<file path="src/rtl/sub8_pkg.sv">
// Shared types and widths for the nibble-serial 8-bit subtractor.
package sub8_pkg;

    localparam int DATA_W = 8;
    localparam int NIB_W  = 4;

    typedef enum logic [1:0] {
        IDLE,
        LO,
        HI,
        DONE
    } state_t;

endpackage

</file>
<file path="src/rtl/sub4_slice.sv">
// Combinational 4-bit borrow slice: {bout, d} = a - b - bin.
module sub4_slice
    import sub8_pkg::*;
(
    input  logic [NIB_W-1:0] a,
    input  logic [NIB_W-1:0] b,
    input  logic             bin,
    output logic [NIB_W-1:0] d,
    output logic             bout
);

    logic [NIB_W:0] full;

    // The extra top bit of the widened difference is set exactly when the result went negative.
    assign full = {1'b0, a} - {1'b0, b} - {{NIB_W{1'b0}}, bin};
    assign d    = full[NIB_W-1:0];
    assign bout = full[NIB_W];

endmodule

</file>
<file path="src/rtl/sub8_serial.sv">
// Nibble-serial 8-bit subtractor, Diff = A - B - Bin, with valid/ready on both sides.
// Define SUB8_OVF_EN to add the signed-overflow output ovf.
module sub8_serial
    import sub8_pkg::*;
(
    input  logic              clk,
    input  logic              rst,
    input  logic              in_valid,
    output logic              in_ready,
    input  logic [DATA_W-1:0] A,
    input  logic [DATA_W-1:0] B,
    input  logic              Bin,
    output logic [DATA_W-1:0] Diff,
    output logic              Bout,
`ifdef SUB8_OVF_EN
    output logic              ovf,
`endif
    output logic              out_valid,
    input  logic              out_ready
);

    state_t state, next_state;

    logic [DATA_W-1:0] a_r, b_r;
    logic              bin_r;
    logic              nib_borrow;
    logic [DATA_W-1:0] diff_r;
    logic              bout_r;
`ifdef SUB8_OVF_EN
    logic              ovf_r;
`endif

    logic [NIB_W-1:0] slice_a, slice_b, slice_d;
    logic             slice_bin, slice_bout;

    // NOTE: sequential state uses non-blocking assignments so every register samples pre-edge values.
    always_ff @(posedge clk) begin
        if (rst) state <= IDLE;
        else     state <= next_state;
    end

    // NOTE: defaults come first so no path through the case leaves an output unassigned (no latch).
    always_comb begin
        next_state = state;
        in_ready   = 1'b0;
        out_valid  = 1'b0;
        unique case (state)
            IDLE: begin
                in_ready = 1'b1;
                if (in_valid) next_state = LO;
            end
            LO:   next_state = HI;
            HI:   next_state = DONE;
            DONE: begin
                out_valid = 1'b1;
                if (out_ready) next_state = IDLE;
            end
            default: next_state = IDLE;
        endcase
    end

    // One slice serves both nibbles; the high pass chains the borrow from the low pass.
    always_comb begin
        slice_a   = a_r[NIB_W-1:0];
        slice_b   = b_r[NIB_W-1:0];
        slice_bin = bin_r;
        if (state == HI) begin
            slice_a   = a_r[DATA_W-1:NIB_W];
            slice_b   = b_r[DATA_W-1:NIB_W];
            slice_bin = nib_borrow;
        end
    end

    sub4_slice u_slice (
        .a    (slice_a),
        .b    (slice_b),
        .bin  (slice_bin),
        .d    (slice_d),
        .bout (slice_bout)
    );

    // NOTE: operand registers are reset along with the results; it costs little and keeps every visible value defined.
    always_ff @(posedge clk) begin
        if (rst) begin
            a_r        <= '0;
            b_r        <= '0;
            bin_r      <= 1'b0;
            nib_borrow <= 1'b0;
            diff_r     <= '0;
            bout_r     <= 1'b0;
`ifdef SUB8_OVF_EN
            ovf_r      <= 1'b0;
`endif
        end else begin
            unique case (state)
                IDLE: begin
                    if (in_valid) begin
                        a_r   <= A;
                        b_r   <= B;
                        bin_r <= Bin;
                    end
                end
                LO: begin
                    diff_r[NIB_W-1:0] <= slice_d;
                    nib_borrow        <= slice_bout;
                end
                HI: begin
                    diff_r[DATA_W-1:NIB_W] <= slice_d;
                    bout_r                 <= slice_bout;
`ifdef SUB8_OVF_EN
                    // Operands of opposite sign whose result sign differs from the minuend.
                    ovf_r <= (a_r[DATA_W-1] != b_r[DATA_W-1]) &&
                             (slice_d[NIB_W-1] != a_r[DATA_W-1]);
`endif
                end
                default: ;
            endcase
        end
    end

    assign Diff = diff_r;
    assign Bout = bout_r;
`ifdef SUB8_OVF_EN
    assign ovf  = ovf_r;
`endif

endmodule
</file>
<file path="config.mk">
export PLATFORM = sky130hd
export DESIGN_NAME = sub8_serial
export DESIGN_NICKNAME = d
export VERILOG_FILES = /design/src/rtl/sub8_pkg.sv /design/src/rtl/sub4_slice.sv /design/src/rtl/sub8_serial.sv
export SDC_FILE = /design/constraint.sdc
export NUM_CORES = 1
export LEC_CHECK = 0
export CORE_ASPECT_RATIO = 0.5
export CORE_MARGIN = 2
export CORE_UTILIZATION = 47
export CTS_CLUSTER_DIAMETER = 120
export DETAILED_ROUTE_END_ITERATION = 7
export DONT_BUFFER_PORTS = 1
export GPL_ROUTABILITY_DRIVEN = 0
export GPL_TIMING_DRIVEN = 0
export HOLD_SLACK_MARGIN = 0.15
export PLACE_DENSITY_LB_ADDON = 0.2
export SYNTH_ARGS = -nofsm -noshare
export SYNTH_HDL_FRONTEND = slang
export SYNTH_HIERARCHICAL = 1
export SYNTH_SLANG_ARGS = --single-unit
</file>
<file path="constraint.sdc">
create_clock -name clk -period 6.95 [get_ports clk]
set_input_delay 0.3475 -clock clk [delete_from_list [all_inputs] [get_ports clk]]
set_output_delay 0.3475 -clock clk [all_outputs]
set_load 0.02 [all_outputs]
</file>
* Yosys cells after proc, flatten, opt, wreduce, memory -nomap -nowiden
Index checks and enable logic that the tools add are counted.
** Storage, ports and cells
- Register bits after elaboration :: 29
** Cells by class
- Reduce and logical (&&, ||, !) cells :: 3
- Equal/unequal tests :: 5
- Multiplexer cells :: 8
- $add $sub $neg :: 2
** Operator list (number)
- two-way mux 4 bit :: 2
- one-hot mux 2 bit (4 select lines) :: 1
- subtractor 4 x 4 -> 5 bit :: 1
- subtractor 5 x 1 -> 5 bit :: 1
- == test 2 bit (second input constant) :: 2
- two-way mux 2 bit :: 2
- != test 2 bit (second input constant) :: 2
- AND reduction 2 bit :: 2
- two-way mux 1 bit :: 3
- == test 2 x 1 -> 1 bit (second input constant) :: 1
- logical NOT 2 bit :: 1

* Longest topological paths before layout
Gate-level depths: netlist of the first run.
- Depth after elaboration :: 4
- Gate-level depth with buffers :: 13

* Modules after synthesis
Netlist of the first run, hierarchy kept.
** Modules (own cells, without submodules)
- sub8_serial :: area an instance 1285.0 um^2, cells each 136, instances 1
- sub4_slice :: area an instance 207.7 um^2, cells each 24, instances 1

* Least setup slack after synthesis of the first run
Ideal clock, no wire load.
- Path type :: reg2reg
- From :: register state[0]
- To :: register bout_r, in the netlist Bout
- Path buffers :: 1
- Slack :: 4.365 ns
- Data arrival time :: 2.521 ns
- Cell stages (with the launch flop) :: 12
- Library setup time :: 0.064 ns
- Cells stage by stage :: dfxtp_1 inv_1 ha_1 buf_6 mux2_2 fa_1 fa_1 nand2b_1 a21oi_2 xor2_1 mux2i_1 nor2_1
** On the way
- Cells in the longest elaborated chain, start to end :: 4
- Elaborated cells between the ends (all ways) :: 6
** Ends and longest elaborated chain
- start, declared :: RTL line sub8_serial.sv:22 : state_t state, next_state;
- start signal, assigned :: RTL line sub8_serial.sv:39 : else state <= next_state;
- == test 2 bit :: RTL line sub8_serial.sv:67 : if (state == HI) begin
- two-way mux 4 bit :: RTL line sub8_serial.sv:67
- net slice_a[0] :: RTL line sub8_serial.sv:33 : logic [NIB_W-1:0] slice_a, slice_b, slice_d;
- subtractor 4 x 4 -> 5 bit :: RTL line sub4_slice.sv:15 : assign full = {1'b0, a} - {1'b0, b} - {{NIB_W{1'b0}}, bin};
- subtractor 5 x 1 -> 5 bit :: RTL line sub4_slice.sv:15
- net slice_bout :: RTL line sub8_serial.sv:34 : logic slice_bin, slice_bout;
- end signal, assigned :: RTL line sub8_serial.sv:109 : bout_r <= slice_bout;
- end, declared :: RTL line sub8_serial.sv:28 : logic bout_r;
The timed path passes the listed nets, and every way through them passes these cells.
A chain may end at the register's enable or synchronous reset.

* Worst setup path after layout of the first run
Same ends and word-level chain as after synthesis.

==> summary.txt, run 1 <==
Run status
  – Result of the run: finished clean

Route
  – Remaining DRCs: 0
  – Iter 0 DRT Violations: 40
  – Via Count: approximately 1000
  – Vias per inst: 4.91
  – Final Routed Wirelength: 2670 um
  – Average wire per cell in the routed design: 12.8 um
  – Number of nets still failing antenna checks after routing: 0
  – Pre-Repair DR Iteration Count: 4

Setup path
  – Endpoint of the worst setup timing path: Bout
  – Setup crit start: state[0]
  – Total buffers and inverters traversed by the critical path: 2
  – Critical setup path kind: flop to flop
  – CP max stage cell: fa_1
  – FF-to-FF path depth: 11
  – Largest fanout on the critical path: 10
  – Ordered list of cells on the worst path: inv_1, ha_1, buf_6, mux2_2, fa_1, fa_1, nand2b_1, a21oi_2, xor2_1, mux2i_1, nor2_1
  – Kind of end point of the critical path: flop
  – CP delay by family, top: adder cells
  – Instance count on the critical path: 11
  – Launch instance of the worst register-to-register path: state[0]
  – FF-to-FF End: Bout
  – Data required time at the worst endpoint: 7.17 ns
  – Crit path arrival time: 3.05 ns
  – Worst reg-to-reg setup slack: roughly 4.1 ns
  – Type of element launching the critical path: flop
  – Library cell appearing most often on the critical path: fa_1
  – Largest stage delay, worst path: about 0.47 ns

Pwr
  – VDD IR max: roughly 0.00013 V
  – Static leakage power: ~0.67 nW
  – Pwr dens: roughly 390 mW/mm^2

STA
  – Final hold violations: 0
  – Final sum of negative setup slack: 0 ns
  – Worst Tran Pin Value: 0.347 ns
  – Final worst path period share: 40.8%
  – Number of pins exceeding their max-slew limit in the final report: 0
  – Slew margin rel.: between 70% and 80%
  – Achievable frequency: ~350 MHz
  – Final setup violation count: 0
  – Unrepaired setup endpoints after global routing: false
  – Setup slack after layout: 4.12 ns
  – Post-Route Skew: 0.00311 ns
  – Final critical path time including I/O delays and setup: 2.83 ns

Yosys
  – Synthesized Nets: 194
  – Post-Synthesis Mean Instance Area: a little over 9 um^2
  – Sequential cell area fraction in the yosys report: 38.9%
  – Top area cells in the synthesized netlist: dfxtp_1 (39%), ha_1 (9.2%), nand2_1 (8.3%)
  – Portion of synthesized cell area occupied by the leading cell type: 38.9%
  – Count of cell types in the netlist: 22
  – Synthesized instance count: 160
  – Netlist area before placement: ~0.0015 mm^2
  – Post-synth top area cell: dfxtp_1
  – Number of synthesized register bits: 29
  – Warnings, synthesis: 6

Cells and area
  – Number of antenna diodes: 0
  – Leading cell type in the layout, fill and taps excluded: nand2_1
  – Net count reported at finish: ~200
  – Cell area after layout: between 0.0015 and 0.002 mm^2
  – Commonest non-fill, non-tap cells in the layout: nand2_1 (33), dfxtp_1 (29), inv_1 (12)
  – Layout cells sized above 1: a little under a quarter
  – Area added between synthesis and finish: 8.89%
  – Final Non-Filler Cells: between 200 and 250

Clock network
  – Sink Count: 29
  – Max Root-Sink Buffers: 2
  – Clk slew on worst S/H paths: about 0.060 ns
  – Setup Buffers After CTS: 0
  – PostCTS Resize Cnt: 0
  – Total of hold buffers inserted after clock tree synthesis: 0
  – Clock latency on the worst-skew pair: roughly 0.28 ns
  – TritonCTS clock tree: yes
  – Num CTS Buffers: 5
  – CTS H-tree depth: 2
  – CTS root buf: clkbuf_8

Global routing
  – First-pass GRT wire length: approximately 4500 um
  – Via count of the first global-routing pass: ~1000
  – Aggregate global-route resource usage: roughly 16%
  – Pin count of the biggest net entering global routing: 11
  – Total grt overflow: 0
  – Antenna violations before repair: 0

Placed design
  – Total placed cells including tap cells: 200
  – Setup slack after placement: a little over 4 ns
  – Count of port buffers added during placement: 0
  – Detailed placer's ending HPWL: about 2000 um
  – Post-placement cell area: between 0.0015 and 0.002 mm^2

Floorplanning
  – Total Die Area: 0.00367 mm^2
  – Die width: around 84 um
  – Starting density of the core: 49.5%
  – Die span in y: around 44 um
  – Number of top-level pins: 32
  – Std-Cell Core Area: 0.00301 mm^2
  – Std cell rows: 14

Worst hold path
  – Class of the tightest hold or removal check: primary input to flop

Run
  – Max-Cap Viols: 0
-- per-stage QoR --
step	utilization (%)	hold slack, ns	power [mW]
floorplan	-	0.433	0.454
detailed placement	51.2	0.446	0.503
CTS	53.9	0.194	0.637
global placement	51.2	0.444	0.495
finish	53.9	0.201	0.631
global route	53.9	0.199	0.680
-- worst min-delay path by stage --
stage | slack (ns) | startpoint | depth (start not counted) | endpoint
2_1_floorplan | 0.43 | a_r[7] | 2 | a_r[7]
3_3_place_gp | 0.44 | a_r[7] | 2 | a_r[7]
3_5_place_dp | 0.45 | a_r[7] | 2 | a_r[7]
4_1_cts | 0.19 | B[2] | 2 | b_r[2]
5_1_grt | 0.20 | B[0] | 2 | b_r[0]
6_report | 0.20 | B[2] | 2 | b_r[2]
-- where the power goes --
part | leakage, nW | internal (mW) | switching (mW)
Combinational | 0.390 | 0.115 | 0.140
Clock | 0.0450 | 0.0691 | 0.0622
Sequential | 0.237 | 0.204 | 0.0409
Total | 0.672 | 0.388 | 0.243
-- sequential cells by signal, summed over array words and instances, names as in the netlist --
name        flops
b_r             8
Diff            8
state           2
nib_borrow      1
a_r             8
Bout            1
bin_r           1
-- metal layers --
metal / global-route usage, % / up-vias / routed length, um
li1: - / 525 / -
met1: 20.7 / 463 / 1390
met2: 25.1 / 27 / 1070
met3: 6.67 / 7 / 168
met4: 6.77 / 0 / 31
met5: 0 / - / 0
-- layout make-up --
type	instances	area [um^2]
clock buffers	6	72.6
plain buffers	9	72.6
well taps	40	50.0
fillers	302	1390
multi-input cells	110	795
inverters	12	45.0
flip-flops and latches	29	581
clock inverters	2	10.0
-- worst register-to-register path, stage by stage (launching register included) --
cell	delay [ns]
dfxtp_1	0.34
inv_1	0.10
ha_1	0.17
buf_6	0.16
mux2_2	0.38
fa_1	0.47
fa_1	0.41
nand2b_1	0.19
a21oi_2	0.16
xor2_1	0.21
mux2i_1	0.10
nor2_1	0.09
-- cell usage after synthesis, drive strengths merged --
cell type and instances:
nand2 37, dfxtp 29, a21oi 19, inv 12, ha 11, mux2i 11, nor2 10, buf 9
mux2 9, xor2 4, fa 2, and2 1, nand2b 1, nand3b 1, nor2b 1, o211a 1
o21ai 1, or3 1
-- logic make-up (layout without fill, tap and decap cells) --
group,count (synthesis),count (layout),synth area share [%]
simple gates,52,52,14.7
xor+xnor,4,4,2.35
compound gates,21,21,10.1
flops,29,29,38.9
buf+inv,21,29,7.88
mux,20,20,14.2
fa+ha+maj,13,13,11.9
Note: power is estimated with default switching activity, not from simulation.
==> run 2, diff against run 1 <==
- clock period: 6.95 -> 2.4 ns (I/O delays scaled with it)
==> run 2 against run 1 <==
Against the previous run:
- worst hold slack got worse by 0.0014 ns
- critical path depth unchanged
- largest power group unchanged
- combinational power increased to 3.7 times the previous value
==> summary.txt, run 2 (same netlist as run 1, synthesis figures left out) <==
Setup path
  – Largest fanout on the critical path: 7 (-3)
  – Worst reg-to-reg setup slack: 0.009 ns (-4.11 ns)
  – Type of element launching the critical path: flop
  – FF-to-FF path depth: 11 (unchanged)
  – Launch instance of the worst register-to-register path: state[0]
  – FF-to-FF End: Diff[7]
  – Kind of end point of the critical path: flop
  – Crit path arrival time: 2.57 ns (-0.48 ns)
  – Data required time at the worst endpoint: 2.58 ns (-4.59 ns)
  – Critical setup path kind: flop to flop

Clock network
  – Clock latency on the worst-skew pair: 0.28 ns (about the same)
  – Num CTS Buffers: 5 (unchanged)
  – Max Root-Sink Buffers: 2 (unchanged)
  – TritonCTS clock tree: yes
  – CTS H-tree depth: 2 (unchanged)
  – CTS root buf: clkbuf_8
  – Clk slew on worst S/H paths: 0.07 ns (about the same)
  – Sink Count: 29 (unchanged)

STA
  – Final critical path time including I/O delays and setup: 2.39 ns (-0.442 ns)
  – Worst Tran Pin Value: 0.342 ns (-0.00439 ns)
  – Final setup violation count: 0 (unchanged)
  – Achievable frequency: 418 MHz (+18%)
  – Number of pins exceeding their max-slew limit in the final report: 0 (unchanged)
  – Unrepaired setup endpoints after global routing: true
  – Slew margin rel.: 77.2% (+0.29 points)
  – Final hold violations: 0 (unchanged)
  – Setup slack after layout: 0.00929 ns (-4.11 ns)
  – Final worst path period share: 99.6% (+59 points)
  – Post-Route Skew: 0.00810 ns (+0.00499 ns)
  – Final sum of negative setup slack: 0 ns (unchanged)

Route
  – Remaining DRCs: 0 (unchanged)
  – Pre-Repair DR Iteration Count: 4 (unchanged)
  – Number of nets still failing antenna checks after routing: 0 (unchanged)
  – Vias per inst: 4.73 (-3.7%)
  – Average wire per cell in the routed design: 12.9 um (+0.94%)
  – Via Count: 1131 (+11%)
  – Iter 0 DRT Violations: 47 (+18%)
  – Final Routed Wirelength: 3090 um (+16%)

Cells and area
  – Layout cells sized above 1: 29.1% (+5.3 points)
  – Net count reported at finish: 232 (+15%)
  – Leading cell type in the layout, fill and taps excluded: nand2_1
  – Number of antenna diodes: 0 (unchanged)
  – Commonest non-fill, non-tap cells in the layout: nand2_1 (33), dfxtp_1 (27), dlygate4sd3_1 (25)
  – Area added between synthesis and finish: 32.5%

Pwr
  – Comb power frac: 45.9% (+5.5 points)
  – Pwr dens: 1030 mW/mm^2 (+160%)
  – Internal power of the cells: 1.26 mW (+230%)
  – VDD IR max: 0.000500 V (+290%)
  – Static leakage power: 0.830 nW (+23%)
  – Fraction of power spent switching nets: 37.9% (-0.63 points)
  – P_sw: 771 uW (+220%)
  – Power share of the sequential group: 35.1% (-3.7 points)
  – Clk network pwr share: 18.9% (-1.9 points)

Placed design
  – Setup slack after placement: -0.150 ns (-4.31 ns)
  – Detailed placer's ending HPWL: 1870 um (-4.3%)
  – Count of port buffers added during placement: 0 (unchanged)

Global routing
  – Via count of the first global-routing pass: 1111 (+11%)
  – Aggregate global-route resource usage: 18.0% (+1.7 points)
  – Total grt overflow: 0 (unchanged)
  – First-pass GRT wire length: 5000 um (+11%)
  – Antenna violations before repair: 0 (unchanged)
  – Pin count of the biggest net entering global routing: 11 (unchanged)

Worst hold path
  – Class of the tightest hold or removal check: primary input to flop
  – Worst Hold End: state[1]
  – Hold path startpoint: out_ready
  – Min-Delay Path Depth: 3 (+1)

Floorplanning
  – Total Die Area: 0.00367 mm^2 (unchanged)
  – Number of top-level pins: 32 (unchanged)
  – Std-Cell Core Area: 0.00301 mm^2 (unchanged)
  – Die width: 83.7 um (unchanged)
  – Die span in y: 43.9 um (unchanged)
  – Std cell rows: 14 (unchanged)
  – Starting density of the core: 49.5% (unchanged)

Run status
  – Result of the run: finished clean

Run
  – Max-Cap Viols: 0 (unchanged)
[run 2: cell types whose count changed in the layout (fill, tap and decap cells not counted), sizes merged]
| cell | delta |
|---|---|
| dlygate4sd3 | +25 |
| buf | +6 |
[run 2: repair_timing]
action / in CTS / in global routing
setup endpoints to repair: 5 / 7
hold endpoints to repair: 18 / 0
hold buffers: 25 / 0
gates resized for setup: 7 / 4
pin swaps: 6 / 9
buffers inserted: 5 / 2
[run 2: routing by layer]
metal	global-route usage, %	vias to the layer above	share of wire (%)
met3	6.48	6	5.0
met4	6.77	0	1.3
li1	-	587	-
met5	0	-	0
met2	30.7	22	46
met1	21.4	516	48
[run 2: how the worst max path moves through the flow]
stage / start / endpoint / slack, ns
finish: state[0] / Diff[7] / 0.009
global route: state[0] / Diff[7] / -0.12
CTS: state[0] / Diff[7] / -0.07
detailed placement: state[0] / Diff[7] / -0.15
global placement: state[0] / nib_borrow / -0.14
floorplan: state[0] / Bout / 0.01
[run 2: critical path: stages, from the launching register on]
cell	delay [ns]
dfxtp_2	0.33
inv_2	0.07
ha_4	0.20
mux2_4	0.32
fa_2	0.55
inv_2	0.05
ha_4	0.15
o21ai_2	0.13
nand3b_1	0.13
xor2_2	0.18
mux2i_1	0.13
nor2_1	0.06
[run 2: stage by stage]
step	util, %	std cells	power [mW]	hold WS (ns)	cell area (um^2)
after floorplan	-	160	1.33	0.247	1500
after global placement	51.6	200	1.45	0.261	1550
after detailed placement	51.6	200	1.46	0.261	1550
after CTS	65.0	238	1.99	0.206	1960
after global routing	65.7	239	2.18	0.265	1980
final	65.7	239	2.03	0.199	1980
[run 2: final cells by class]
class / count / area, um^2
Timing Repair Buffer: 32 / 303
Tap cell: 40 / 50.0
Clock buffer: 6 / 72.6
Multi-Input combinational cell: 110 / 851
Sequential cell: 29 / 586
Clock inverter: 2 / 10.0
Buffer: 8 / 61.3
Fill cell: 250 / 1030
Inverter: 12 / 45.0
[run 2: power by group through the flow]
stage / clock [mW] / sequential [mW] / combinational (mW)
after floorplan: 0 / 0.704 / 0.625
after global placement: 0 / 0.722 / 0.727
after detailed placement: 0 / 0.725 / 0.738
after CTS: 0.393 / 0.715 / 0.881
after global routing: 0.416 / 0.730 / 1.03
final: 0.385 / 0.715 / 0.934
